[config.mk]
export PLATFORM = sky130hd
export DESIGN_NAME = uart_tx_arbiter
export DESIGN_NICKNAME = d
export VERILOG_FILES = /design/src/rtl/uart_arb_pkg.sv /design/src/rtl/rr_pick.sv /design/src/rtl/uart_tx_arbiter.sv
export SDC_FILE = /design/constraint.sdc
export NUM_CORES = 1
export LEC_CHECK = 0
export BUFFER_PORTS_ARGS = -buffer_cell sky130_fd_sc_hd__buf_2
export CORE_MARGIN = 5
export CORE_UTILIZATION = 45
export CTS_BUF_LIST = sky130_fd_sc_hd__clkbuf_16
export CTS_CLUSTER_SIZE = 16
export DETAILED_ROUTE_END_ITERATION = 10
export PLACE_DENSITY = 0.76
export SYNTH_ARGS = -nofsm -noshare
export SYNTH_HDL_FRONTEND = slang
export SYNTH_SLANG_ARGS = --single-unit
[constraint.sdc]
create_clock -name clk -period 1.7 [get_ports clk]
set_input_delay 0.34 -clock clk [delete_from_list [all_inputs] [get_ports clk]]
set_output_delay 0.34 -clock clk [all_outputs]
set_load 0.1 [all_outputs]
[src/rtl/uart_arb_pkg.sv]
// ============================================================================
// Module   : uart_arb_pkg
// Purpose  : Shared types and helpers for the UART transmit arbiter.
// Revision : 1.0 - initial release
// ============================================================================
`default_nettype none

package uart_arb_pkg;

  typedef enum logic [1:0] {
    IDLE  = 2'd0,
    GRANT = 2'd1,
    SEND  = 2'd2,
    BUSY  = 2'd3
  } arb_state_e;

  // Index width that stays legal even for a single requester.
  function automatic int id_width(input int n);
    return (n > 1) ? $clog2(n) : 1;
  endfunction

  function automatic int next_ptr(input int idx, input int n);
    return (idx + 1 >= n) ? 0 : idx + 1;
  endfunction

endpackage

`default_nettype wire

[src/rtl/rr_pick.sv]
// ============================================================================
// Module   : rr_pick
// Purpose  : Combinational round-robin pick: first request at or after ptr.
// Revision : 1.0 - initial release
// ============================================================================
`default_nettype none

module rr_pick
  import uart_arb_pkg::*;
#(
  parameter int N_REQ = 4,
  parameter int ID_W  = id_width(N_REQ)
) (
  input  logic [N_REQ-1:0] req,
  input  logic [ID_W-1:0]  ptr,
  output logic [ID_W-1:0]  idx,
  output logic             any
);

  typedef logic [ID_W-1:0] id_t;

  // Walk offsets from farthest to nearest so the nearest hit wins.
  always_comb begin
    idx = '0;
    any = |req;
    for (int k = N_REQ - 1; k >= 0; k--) begin
      if (req[(int'(ptr) + k) % N_REQ]) begin
        idx = id_t'((int'(ptr) + k) % N_REQ);
      end
    end
  end

endmodule

`default_nettype wire

[src/rtl/uart_tx_arbiter.sv]
// ============================================================================
// Module   : uart_tx_arbiter
// Purpose  : Message-granular round-robin sharing of one UART byte transmitter.
// Revision : 1.0 - initial release
// ============================================================================
`default_nettype none

module uart_tx_arbiter
  import uart_arb_pkg::*;
#(
  parameter int N_REQ   = 4,
  parameter int DATA_W  = 8,
  parameter int HOLD_TO = 1023,
  parameter int TO_W    = 10
) (
  input  logic                      clk,
  input  logic                      reset,
  input  logic [N_REQ-1:0]          req_valid,
  input  logic [N_REQ*DATA_W-1:0]   req_data,
  input  logic [N_REQ-1:0]          req_last,
  output logic [N_REQ-1:0]          req_ready,
  output logic [DATA_W-1:0]         tx_data,
  output logic                      tx_send_en,
  input  logic                      tx_done,
  output logic [id_width(N_REQ)-1:0] grant_id,
  output logic                      busy,
  output logic                      abort_err
);

  localparam int c_id_w = id_width(N_REQ);

  typedef logic [c_id_w-1:0] id_t;
  typedef logic [TO_W-1:0]   cnt_t;

  // Counter value on the last tolerated stall cycle.
  localparam cnt_t c_to_last = cnt_t'(HOLD_TO - 1);

  arb_state_e        r_state;
  id_t               r_ptr;
  id_t               r_grant_id;
  logic              r_busy;
  logic [DATA_W-1:0] r_tx_data;
  logic              r_last;
  cnt_t              r_cnt;
  logic              r_abort;

  arb_state_e        w_state_nxt;
  id_t               w_ptr_nxt;
  id_t               w_grant_nxt;
  logic              w_busy_nxt;
  logic [DATA_W-1:0] w_data_nxt;
  logic              w_last_nxt;
  cnt_t              w_cnt_nxt;
  logic              w_abort_nxt;

  id_t               w_pick_idx;
  logic              w_pick_any;
  id_t               w_ptr_inc;
  logic              w_owner_valid;
  logic              w_owner_last;
  logic [DATA_W-1:0] w_owner_data;

  rr_pick #(
    .N_REQ (N_REQ),
    .ID_W  (c_id_w)
  ) u_pick (
    .req (req_valid),
    .ptr (r_ptr),
    .idx (w_pick_idx),
    .any (w_pick_any)
  );

  assign w_ptr_inc     = id_t'(next_ptr(int'(r_grant_id), N_REQ));
  assign w_owner_valid = req_valid[r_grant_id];
  assign w_owner_last  = req_last[r_grant_id];
  assign w_owner_data  = req_data[int'(r_grant_id)*DATA_W +: DATA_W];

  always_ff @(posedge clk) begin
    if (reset) begin
      r_state    <= IDLE;
      r_ptr      <= '0;
      r_grant_id <= '0;
      r_busy     <= 1'b0;
      r_tx_data  <= '0;
      r_last     <= 1'b0;
      r_cnt      <= '0;
      r_abort    <= 1'b0;
    end else begin
      r_state    <= w_state_nxt;
      r_ptr      <= w_ptr_nxt;
      r_grant_id <= w_grant_nxt;
      r_busy     <= w_busy_nxt;
      r_tx_data  <= w_data_nxt;
      r_last     <= w_last_nxt;
      r_cnt      <= w_cnt_nxt;
      r_abort    <= w_abort_nxt;
    end
  end

  always_comb begin
    w_state_nxt = r_state;
    w_ptr_nxt   = r_ptr;
    w_grant_nxt = r_grant_id;
    w_busy_nxt  = r_busy;
    w_data_nxt  = r_tx_data;
    w_last_nxt  = r_last;
    w_cnt_nxt   = r_cnt;
    w_abort_nxt = 1'b0;
    req_ready   = '0;

    unique case (r_state)
      IDLE: begin
        if (w_pick_any) begin
          w_grant_nxt = w_pick_idx;
          w_busy_nxt  = 1'b1;
          w_state_nxt = GRANT;
        end
      end

      GRANT: begin
        req_ready[r_grant_id] = w_owner_valid;
        if (w_owner_valid) begin
          w_data_nxt  = w_owner_data;
          w_last_nxt  = w_owner_last;
          w_cnt_nxt   = '0;
          w_state_nxt = SEND;
        end else if (r_cnt == c_to_last) begin
          // Stalled owner: drop the partial message and move the pointer on.
          w_abort_nxt = 1'b1;
          w_busy_nxt  = 1'b0;
          w_ptr_nxt   = w_ptr_inc;
          w_cnt_nxt   = '0;
          w_state_nxt = IDLE;
        end else begin
          w_cnt_nxt = r_cnt + cnt_t'(1);
        end
      end

      SEND: begin
        w_state_nxt = BUSY;
      end

      BUSY: begin
        if (tx_done) begin
          if (r_last) begin
            w_busy_nxt  = 1'b0;
            w_ptr_nxt   = w_ptr_inc;
            w_state_nxt = IDLE;
          end else begin
            w_state_nxt = GRANT;
          end
        end
      end

      default: begin
        w_state_nxt = IDLE;
      end
    endcase
  end

  assign tx_send_en = (r_state == SEND);
  assign tx_data    = r_tx_data;
  assign grant_id   = r_grant_id;
  assign busy       = r_busy;
  assign abort_err  = r_abort;

endmodule

`default_nettype wire

==> flow_summary.ini <==
[sta]
period_share_pct = 110
setup-tns-final_ns = -0.681
fmaxAchievable_mhz = 537
worst_pin_slew_ns = 0.495
grt_setup_unrepaired = yes
report.final.slew_viol_count = 0
clock-skew-final_ns = 0.00177
finalHoldViolCount = 0
max-slew-margin-rel_pct = 67.2
fin_ws_ns = -0.163
finalSetupViolations = 6
layout_min_cycle_time_ns = 1.86

[power]
power-per-cell-area_nw_per_um2 = 755
peakVddDrop_uv = 477
power.sequential.fraction_pct = 37.2
power_frac_clock_pct = 29.1
power.share.switching_pct = 33.5
switchingPower_mw = 0.617
internal_power_mw = 1.22
p_leak_nw = 1.05
power.share.combinational_pct = 33.7

[critical_path]
timing.rr.start = grant_id[1]
endpoint_kind = primary output
worstPathArrival_ns = 1.52
cp-startpoint = grant_id[1]
path_depth = 3
cp-endpoint = req_ready[1]
cp_data_required_time_ns = 1.36
crit_path_cell_trace = mux4_2 > and3_4 > buf_12
path_delay_family = multiplexers
path_max_fanout = 5
worst-setup-path-type = flop to primary output
max_stage_delay_ns = 0.56
critical-path-slowest-cell = sky130_fd_sc_hd__mux4_2
critical_path_buf_inv_count = 1
setup.worst_path.start_class = flop
worst_r2r_endpoint = r_cnt[8]
reg2regPathDepth = 6
reg2reg_setup_slack_ns = -0.03

[floorplan]
floorplan.rows = 22
core_area_um2 = 3660
floorplan.die.height_um = 71.5
die-area_um2 = 5110
initial_utilization_pct = 46.5
io_pins = 60
die_w_um = 71.5

[global_route]
grtUsageTotal_pct = 18.7
first_global_vias = 1702
maximum_number_of_pins_on_one_net_before_global_route_repair = 16
wire_length_of_the_first_global_routing_pass_um = 7720
antenna_violations_before_repair = 0
globalRouteOverflowTotal = 0

[placed_design]
buffer_ports.inserted = 59
hpwlAfterDp_um = 3470
dpl-instance-area_um2 = 2220
globalplace.congestion = 0.907
placed_cells_incl_taps = 295

[routing]
route.detailed.wl_per_inst_um = 15.5
detail_route.first_pass.iterations = 4
num_vias = 1651
drtIter0Drc = 91
ant_nets = 0
final_routed_drc_violation_total = 0
avgViaCountPerCell = 5.47
wl_um = 4700

[synth]
ys_async_sr_fraction_pct = 0
syn-instance-count = 175
ys_types = 42
ys_top_cells_by_count = sky130_fd_sc_hd__dfxtp_1 (27), sky130_fd_sc_hd__nand2_1 (15), sky130_fd_sc_hd__nor2_1 (15)
postSynth.topFlopCell = sky130_fd_sc_hd__dfxtp_1
synth_top_area_share_pct = 31.8
yosys.cell_count.top_type = sky130_fd_sc_hd__dfxtp_1
mappedNetlistArea_um2 = 1700
yosys_warnings = 0
synth_nets = 225
synth_sequential_area_ratio_pct = 31.8
number_of_flops_mapped_to_enable_cells_by_yosys = 0
synth_area_leader_cell = sky130_fd_sc_hd__dfxtp_1
synth.ff_latch_count = 27
main_area_contributors_after_synthesis = sky130_fd_sc_hd__dfxtp_1 (32%), sky130_fd_sc_hd__mux4_2 (13%), sky130_fd_sc_hd__mux2i_1 (7.1%), sky130_fd_sc_hd__ha_1 (5.1%), sky130_fd_sc_hd__nand2_1 (3.3%)
postSynthAreaPerCell_um2 = 9.72

[clock_network]
cts_root_buffer = sky130_fd_sc_hd__clkbuf_16
later_pin_clock_latency_in_the_skew_report_ns = 0.26
clock_tree_from_tritoncts = done
clock_tree.htree_level_count = 1
cts_buf_count = 3
clockBufferDepth = 2
sink_count = 27
clkSlewWorstSetupHoldPaths_ns = 0.07

[final_layout]
area_growth_syn_to_layout_pct = 43.5
post_route_cells_drive_above_1_share_pct = 49.6
post-route-util_pct = 66.7
antenna_cells_inserted = 0
multi_input_area_um2 = 1140
nNetsFinal = 305
finalNonFillerCells = 302
fill_cells = 275
register_area_um2 = 548
finish.instance_area_um2 = 2440

[job]
maxCapViolCount = 0

[status]
failed_checks = setup timing
result_of_the_run = complete, but fails checks

[min_path]
min_path_type = input pin to flop
==> cell usage in the layout, fill, tap and decap left out, drive strengths merged, types with 3 or more instances in the layout <==
cell	count
nand3	7
clkbuf	3
mux2	3
dfxtp	27
nor2	15
nor2b	4
nand2	15
and3	8
buf	86
ha	7
a211o	3
nand4	4
a41oi	3
inv	9
mux2i	12
o21ai	6
mux4	10
a21oi	4
==> kinds of logic after synthesis <==
group                      synth area share [%]
buffers and inverters                      5.66
AOI/OAI and AO/OA                          13.5
adders and majority gates                  5.15
xor gates and xnor gates                   1.03
and+or+nand+nor                            20.4
muxes                                      22.5
DFF                                        31.8
==> what timing repair did <==
action                                  CTS  global route
hold buffers                              0             0
gates cloned                              0             1
endpoints found under the setup margin    8            16
buffers inserted                          0             2
resized for setup                        20            14
pin swaps                                 5             8
==> per-stage QoR <==
stage               total power [mW]  hold slack, ns  setup slack (ns)
floorplan                       1.12           0.439            -0.179
global placement                1.26           0.446           -0.0981
detailed placement              1.27           0.477            -0.110
CTS                             1.82           0.407            -0.157
global route                    1.92           0.430            -0.204
finish                          1.84           0.414            -0.163
==> power groups by stage <==
stage / clock, mW / combinational, mW / sequential, mW
floorplan: 0 / 0.272 / 0.848
global placement: 0 / 0.563 / 0.698
detailed placement: 0 / 0.574 / 0.699
CTS: 0.544 / 0.592 / 0.685
global route: 0.571 / 0.660 / 0.691
finish: 0.536 / 0.621 / 0.686
==> worst min-delay path, cell delays in order <==
cell and delay, ns:
sky130_fd_sc_hd__buf_2 0.12, sky130_fd_sc_hd__nand2_1 0.06, sky130_fd_sc_hd__a21oi_1 0.06, sky130_fd_sc_hd__nor2_1 0.07
==> registers in the layout (all words and copies together) (netlist names), named ones only <==
signal     cells
r_state        1
abort_err      1
grant_id       2
r_ptr          2
r_cnt         10
tx_data        8
busy           1
r_last         1
==> routing by layer <==
| metal | global-route usage (%) | part of all wire (%) | wire (µm) | vias to the layer above |
|---|---|---|---|---|
| met5 | 0 | 0 | 0 | - |
| met1 | 20.9 | 37 | 1740 | 796 |
| met2 | 36.5 | 58 | 2700 | 42 |
| li1 | - | - | - | 809 |
| met4 | 4.38 | 0.72 | 34 | 0 |
| met3 | 2.81 | 4.6 | 216 | 4 |
==> final cells by class <==
class | count | share of cell area, %
clock inverter | 1 | 0.205
inverter | 9 | 1.38
timing repair buffer | 86 | 23.7
multi-input combinational | 128 | 46.7
tap | 48 | 2.46
sequential | 27 | 22.5
clock buffer | 3 | 3.08
==> worst min path at each step <==
stage                        start       end  slack [ns]  cells after the start
final                      tx_done      flop        0.41                      4
after global placement    r_cnt[9]  r_cnt[9]        0.45                      1
after floorplan           r_cnt[9]  r_cnt[9]        0.44                      1
after global routing       tx_done      flop        0.43                      4
after detailed placement  r_cnt[9]  r_cnt[9]        0.48                      1
after CTS                  tx_done      flop        0.41                      4
Power figures use the tool's default switching activity.
